## config.mk

```make
export PLATFORM = sky130hd
export DESIGN_NAME = huffman_decoder
export DESIGN_NICKNAME = d
export VERILOG_FILES = /design/src/rtl/huffman_decoder_pkg.sv /design/src/rtl/huffman_match.sv /design/src/rtl/huffman_decoder.sv
export SDC_FILE = /design/constraint.sdc
export NUM_CORES = 1
export LEC_CHECK = 0
export ABC_CLOCK_PERIOD_IN_PS = 4400
export CAP_MARGIN = 15
export CORE_MARGIN = 3
export CORE_UTILIZATION = 53
export DETAILED_ROUTE_END_ITERATION = 8
export PLACE_DENSITY = 0.9
export REMOVE_ABC_BUFFERS = 1
export SYNTH_ARGS = -nofsm -noshare
export SYNTH_HDL_FRONTEND = slang
export SYNTH_SLANG_ARGS = --single-unit
export TNS_END_PERCENT = 100
```

## constraint.sdc

```tcl
create_clock -name i_clk_in -period 4.4 [get_ports i_clk_in]
set_input_delay 0.66 -clock i_clk_in [delete_from_list [all_inputs] [get_ports i_clk_in]]
set_output_delay 0.66 -clock i_clk_in [all_outputs]
set_load 0.1 [all_outputs]
```

## src/rtl/huffman_decoder_pkg.sv

```systemverilog
// Shared definitions for the Huffman decoder and its output stage:
// state encodings, table-entry field positions and field accessors.
package huffman_decoder_pkg;

    localparam int LEN_MSB  = 12;
    localparam int LEN_LSB  = 9;
    localparam int CODE_MSB = 8;
    localparam int MAX_LEN  = 9;
    localparam int NUM_SYM  = 10;
    localparam int ENTRY_W  = LEN_MSB + 1;

    typedef enum logic [1:0] {
        ST_IDLE = 2'd0,
        ST_LOAD = 2'd1,
        ST_RUN  = 2'd2,
        ST_ERR  = 2'd3
    } state_t;

    typedef logic [ENTRY_W-1:0] entry_t;

    function automatic logic [LEN_MSB-LEN_LSB:0] entry_len(input entry_t e);
        return e[LEN_MSB:LEN_LSB];
    endfunction

    function automatic logic [CODE_MSB:0] entry_code(input entry_t e);
        return e[CODE_MSB:0];
    endfunction

endpackage

```

## src/rtl/huffman_match.sv

```systemverilog
// Combinational table lookup: finds the lowest-index enabled entry whose
// length equals the candidate length and whose codeword equals the candidate.
module huffman_match
    import huffman_decoder_pkg::*;
(
    input  entry_t [NUM_SYM-1:0] i_table,
    input  logic   [MAX_LEN-1:0] i_cand,
    input  logic   [3:0]         i_len,
    output logic                 o_hit,
    output logic   [3:0]         o_idx
);

    logic [MAX_LEN-1:0] w_mask;

    // Scan from the top index down so the lowest matching index is the one kept.
    always_comb begin
        w_mask = 9'h1ff >> (4'd9 - i_len);
        o_hit  = 1'b0;
        o_idx  = 4'd0;
        for (int i = NUM_SYM - 1; i >= 0; i--) begin
            if ((i_len != 4'd0) &&
                (entry_len(i_table[i]) == i_len) &&
                ((entry_code(i_table[i]) & w_mask) == (i_cand & w_mask))) begin
                o_hit = 1'b1;
                o_idx = 4'(i);
            end else begin
                o_hit = o_hit;
                o_idx = o_idx;
            end
        end
    end

endmodule

```

## src/rtl/huffman_decoder.sv

```systemverilog
// Serial Huffman decoder: latches a 10-entry code table on a start event and
// decodes one bit per qualified cycle into symbol indices.
module huffman_decoder
    import huffman_decoder_pkg::*;
(
    input  logic               i_clk_in,
    input  logic               i_rst,
    input  logic               i_start,
    input  logic [ENTRY_W-1:0] i_code0,
    input  logic [ENTRY_W-1:0] i_code1,
    input  logic [ENTRY_W-1:0] i_code2,
    input  logic [ENTRY_W-1:0] i_code3,
    input  logic [ENTRY_W-1:0] i_code4,
    input  logic [ENTRY_W-1:0] i_code5,
    input  logic [ENTRY_W-1:0] i_code6,
    input  logic [ENTRY_W-1:0] i_code7,
    input  logic [ENTRY_W-1:0] i_code8,
    input  logic [ENTRY_W-1:0] i_code9,
    input  logic               i_bit_in,
    input  logic               i_bit_valid,
    output logic [3:0]         o_sym,
    output logic               o_sym_valid,
    output logic               o_err,
    output logic [7:0]         o_sym_cnt,
    output logic [1:0]         o_state
);

    state_t               r_state;
    state_t               w_state_nxt;
    logic                 r_start_prev;
    entry_t [NUM_SYM-1:0] r_table;
    logic [7:0]           r_acc;
    logic [3:0]           r_cnt;
    logic [3:0]           r_sym;
    logic                 r_sym_valid;
    logic                 r_err;
    logic [7:0]           r_sym_cnt;

    logic                 w_start_evt;
    logic [3:0]           w_len;
    logic                 w_hit;
    logic [3:0]           w_idx;
    logic                 w_last_bit;

    assign w_start_evt = i_start & ~r_start_prev;
    assign w_len       = r_cnt + 4'd1;
    assign w_last_bit  = (r_cnt == 4'(MAX_LEN - 1));

    huffman_match u_match (
        .i_table (r_table),
        .i_cand  ({r_acc, i_bit_in}),
        .i_len   (w_len),
        .o_hit   (w_hit),
        .o_idx   (w_idx)
    );

    // State register.
    always_ff @(posedge i_clk_in) begin
        if (i_rst) begin
            r_state <= ST_IDLE;
        end else begin
            r_state <= w_state_nxt;
        end
    end

    // Next-state logic; a start event wins over bit input in RUN.
    always_comb begin
        w_state_nxt = r_state;
        case (r_state)
            ST_IDLE: w_state_nxt = w_start_evt ? ST_LOAD : ST_IDLE;
            ST_LOAD: w_state_nxt = ST_RUN;
            ST_RUN: begin
                if (w_start_evt) begin
                    w_state_nxt = ST_LOAD;
                end else if (i_bit_valid && !w_hit && w_last_bit) begin
                    w_state_nxt = ST_ERR;
                end else begin
                    w_state_nxt = ST_RUN;
                end
            end
            ST_ERR:  w_state_nxt = w_start_evt ? ST_LOAD : ST_ERR;
            default: w_state_nxt = ST_IDLE;
        endcase
    end

    // Table, accumulator and output registers.
    always_ff @(posedge i_clk_in) begin
        if (i_rst) begin
            r_start_prev <= 1'b0;
            r_table      <= '0;
            r_acc        <= 8'd0;
            r_cnt        <= 4'd0;
            r_sym        <= 4'd0;
            r_sym_valid  <= 1'b0;
            r_err        <= 1'b0;
            r_sym_cnt    <= 8'd0;
        end else begin
            r_start_prev <= i_start;
            r_sym_valid  <= 1'b0;
            case (r_state)
                ST_LOAD: begin
                    r_table   <= {i_code9, i_code8, i_code7, i_code6, i_code5,
                                  i_code4, i_code3, i_code2, i_code1, i_code0};
                    r_acc     <= 8'd0;
                    r_cnt     <= 4'd0;
                    r_sym_cnt <= 8'd0;
                    r_err     <= 1'b0;
                end
                ST_RUN: begin
                    if (!w_start_evt && i_bit_valid) begin
                        if (w_hit) begin
                            r_sym       <= w_idx;
                            r_sym_valid <= 1'b1;
                            r_acc       <= 8'd0;
                            r_cnt       <= 4'd0;
                            if (r_sym_cnt != 8'hff) begin
                                r_sym_cnt <= r_sym_cnt + 8'd1;
                            end else begin
                                r_sym_cnt <= r_sym_cnt;
                            end
                        end else if (w_last_bit) begin
                            r_err <= 1'b1;
                        end else begin
                            r_acc <= {r_acc[6:0], i_bit_in};
                            r_cnt <= w_len;
                        end
                    end else begin
                        r_acc <= r_acc;
                    end
                end
                default: begin
                    r_acc <= r_acc;
                end
            endcase
        end
    end

    assign o_sym       = r_sym;
    assign o_sym_valid = r_sym_valid;
    assign o_err       = r_err;
    assign o_sym_cnt   = r_sym_cnt;
    assign o_state     = r_state;

endmodule

```

==> results.cfg <==
[run_status]
outcome = finished clean

[timing]
fmax_mhz = 245
worst_pin_slew_ps = 1020
rsz0062_at_grt = no
hold_viol = 0
slew_violations = 0
finalCriticalPeriod_ps = 4080
skew_ps = 8.89
slew_headroom_pct = 31.7
period_share_pct = 92.6
setup_viol = 0
finalSetupTns_ps = 0

[power_and_ir_drop]
cellLeakagePower_nw = 3.94
vdd_drop_max_mv = 0.264
power_density_nw_per_um2 = 331
finalPower_w = 0.00346

[clock_tree]
cts_setup_buffers = 0
insertion_delay_ps = 430
numCtsBuffers = 17
clock-root-buffer = clkbuf_16
clock_path_buffers = 2
clock-sinks = 159
hold_buffers = 0
cts_max_level = 4
cts_tree = done
clkTransAtPathRegs_ps = 60

[place]
placed_area_um2 = 9860
place_congestion = 1.02
port_buffers = 150
hpwl_mm = 16.2

[grt]
grt_pass1_vias = 7281
antenna_found_initial = 0
grt_pass1_wl_mm = 36.4
grt_max_degree = 102
grt_usage_pct = 25.8
grt_overflow = 0

[cells_and_area]
final_area_um2 = 10500
num_antenna_cells = 0
nets = 1287
drive_gt1_share_pct = 6.30
seqCellArea_um2 = 3180
multiInputGateArea_um2 = 4780
post-route-util_pct = 68.6
area_growth_pct = 25.8
num-fill-cells = 1159

[yosys]
syn-mean-instance-area_um2 = 7.98
synth_seq_cells = 159
synthFlopType = dfxtp_1
synth_edf_count = 0
netlist_instances = 1042
yosysWarnings = 0
synth_cell_type_count = 74
syn-cell-area_um2 = 8310
ys_seq_area_share_pct = 38.3
synthArstFlopShare_pct = 0

[detailed_routing]
drtAntennaViolNets = 0
wirelength_mm = 22.8
drt_pass1_iterations = 5
drc = 0
dr.first_iter.drc_count = 616
wire_per_inst_um = 16.6
via_count = 7737
viasPerCell = 5.65

[die]
die_w_um = 131
core_area_um2 = 15300
ios = 151
die_h_um = 131
rows = 45
initial_core_util_pct = 54.5
die_area_um2 = 17200

[setup_path]
critical_path.top_delay_family = compound AO/OA/AOI/OAI gates
crit_slowest_cell = dfxtp_1
path_class = register to register
crit_buf_inv = 0
max_stage_delay_ps = 590
cp.required_ps = 4750
cp_max_fo = 20
start_kind = register
worstSetupEndpointType = register
cp_cell_sequence = ha_2 -> nor2_1 -> a21oi_1 -> o31a_1 -> o211ai_2 -> a2111oi_0 -> nor2_1 -> and3_4 -> or3_1 -> a21oi_1
arrival_ps = 4420

[min_path]
hp-class = register to register

[flow_run]
maxCapViolCount = 0
-- worst reg2reg max path, stage by stage (launching register included) --
cell,delay [ps]
dfxtp_1,590
ha_2,540
nor2_1,130
a21oi_1,290
o31a_1,390
o211ai_2,350
a2111oi_0,580
nor2_1,290
and3_4,290
or3_1,370
a21oi_1,180
-- layout make-up --
type | instances | area share (%)
flip-flops and latches | 159 | 30.4
clock inverters | 10 | 1.30
inverters | 7 | 0.251
clock buffers | 22 | 4.44
repair buffers | 163 | 15.4
multi-input cells | 798 | 45.7
well taps | 211 | 2.52
-- per-stage QoR --
stage | std cells | hold WS (ps) | worst slack, ps
6_report | 1370 | 466 | 324
5_1_grt | 1370 | 480 | 102
4_1_cts | 1370 | 467 | 222
3_5_place_dp | 1338 | 458 | 245
3_3_place_gp | 1338 | 453 | 369
2_1_floorplan | 964 | 439 | -1260
-- synthesized netlist by cell type (all sizes together) (2+ instances only) --
master,n,area [µm²]
nand2,285,1080
dfxtp,159,3180
a21oi,155,776
xor2,74,656
xnor2,58,534
clkbuf,52,195
nor2,42,158
buf,26,150
o21ai,13,68.8
a22o,10,87.6
a22oi,9,67.6
and3,9,62.6
nor3,9,45.0
a2111oi,8,146
a221oi,8,76.3
nand2b,8,50.1
nor2b,8,50.1
a31oi,7,43.8
inv,7,26.3
nand4,7,43.8
ha,6,75.1
nand3,6,35.0
o221ai,6,52.6
a211oi,5,47.5
a2bb2oi,5,43.8
mux2,5,56.3
nand3b,5,37.5
or3,5,31.3
a21bo,4,40.0
a21o,4,30.0
nor4,4,61.3
o2111ai,4,35.0
nor3b,3,22.5
o211ai,3,27.5
o22ai,3,18.8
a221o,2,20.0
a311oi,2,17.5
and2,2,12.5
-- metal layers --
layer  vias up  track usage [%]  routed length, µm
li1       3731                -                  -
met1      3642             32.4               9540
met2       314             43.0              11000
met3        50             5.44               1520
met4         0             10.9                712
met5         -                0                  0
-- registers in the layout, indices dropped and copies added, names as in the netlist --
| signal | flops |
|---|---|
| o_err | 1 |
| r_table | 130 |
| o_sym | 4 |
| r_acc | 8 |
| o_sym_valid | 1 |
| r_start_prev | 1 |
| o_sym_cnt | 8 |
| r_cnt | 4 |
| o_state | 2 |
-- logic make-up (layout without fill, tap and decap cells) --
logic type	after synthesis	after routing	share of synthesized area, %
simple gates	396	396	20.7
xor+xnor	133	133	14.6
fa+ha+maj	6	6	0.903
flops	159	159	38.3
mux	6	6	0.798
compound gates	257	257	20.2
buf+inv	85	202	4.47
-- where the power goes --
group | total (W) | internal [W] | switching [W] | leakage [nW]
sequential | 0.00154 | 0.00150 | 0.0000444 | 1.29
combinational | 0.000416 | 0.000205 | 0.000210 | 2.36
clock | 0.00150 | 0.000920 | 0.000584 | 0.286
total | 0.00346 | 0.00262 | 0.000838 | 3.94
-- layout by cell type (no fill, tap or decap), drive strengths merged, types with 5 or more instances in the layout --
cell type / count
a22o: 10
inv: 7
a22oi: 9
clkbuf: 22
nand2b: 8
and3: 9
ha: 6
a221oi: 8
nor2b: 8
xnor2: 58
nand3: 6
a211oi: 5
nor2: 42
a2111oi: 8
nand4: 7
nand3b: 5
nand2: 285
nor3: 9
xor2: 74
dfxtp: 159
clkdlybuf4s50: 149
a21oi: 155
a2bb2oi: 5
a31oi: 7
buf: 14
o221ai: 6
mux2: 5
o21ai: 13
or3: 5
-- repair_timing --
action / CTS / global route
gates resized for setup: 0 / 2
endpoints found under the setup margin: 0 / 14
endpoints found under the hold margin: 0 / 0
-- worst paths after layout --
kind | startpoint | end | slack [ps] | cells after the start
worst max-delay path | r_cnt[1] | o_sym_cnt[3] | 320 | 10
worst min-delay path | r_table[72] | r_table[72] | 470 | 2
worst max register to register | r_cnt[1] | o_sym_cnt[3] | 320 | 10
worst min register to register | r_table[72] | r_table[72] | 470 | 2
No activity file was read; power rests on OpenSTA's default activity.
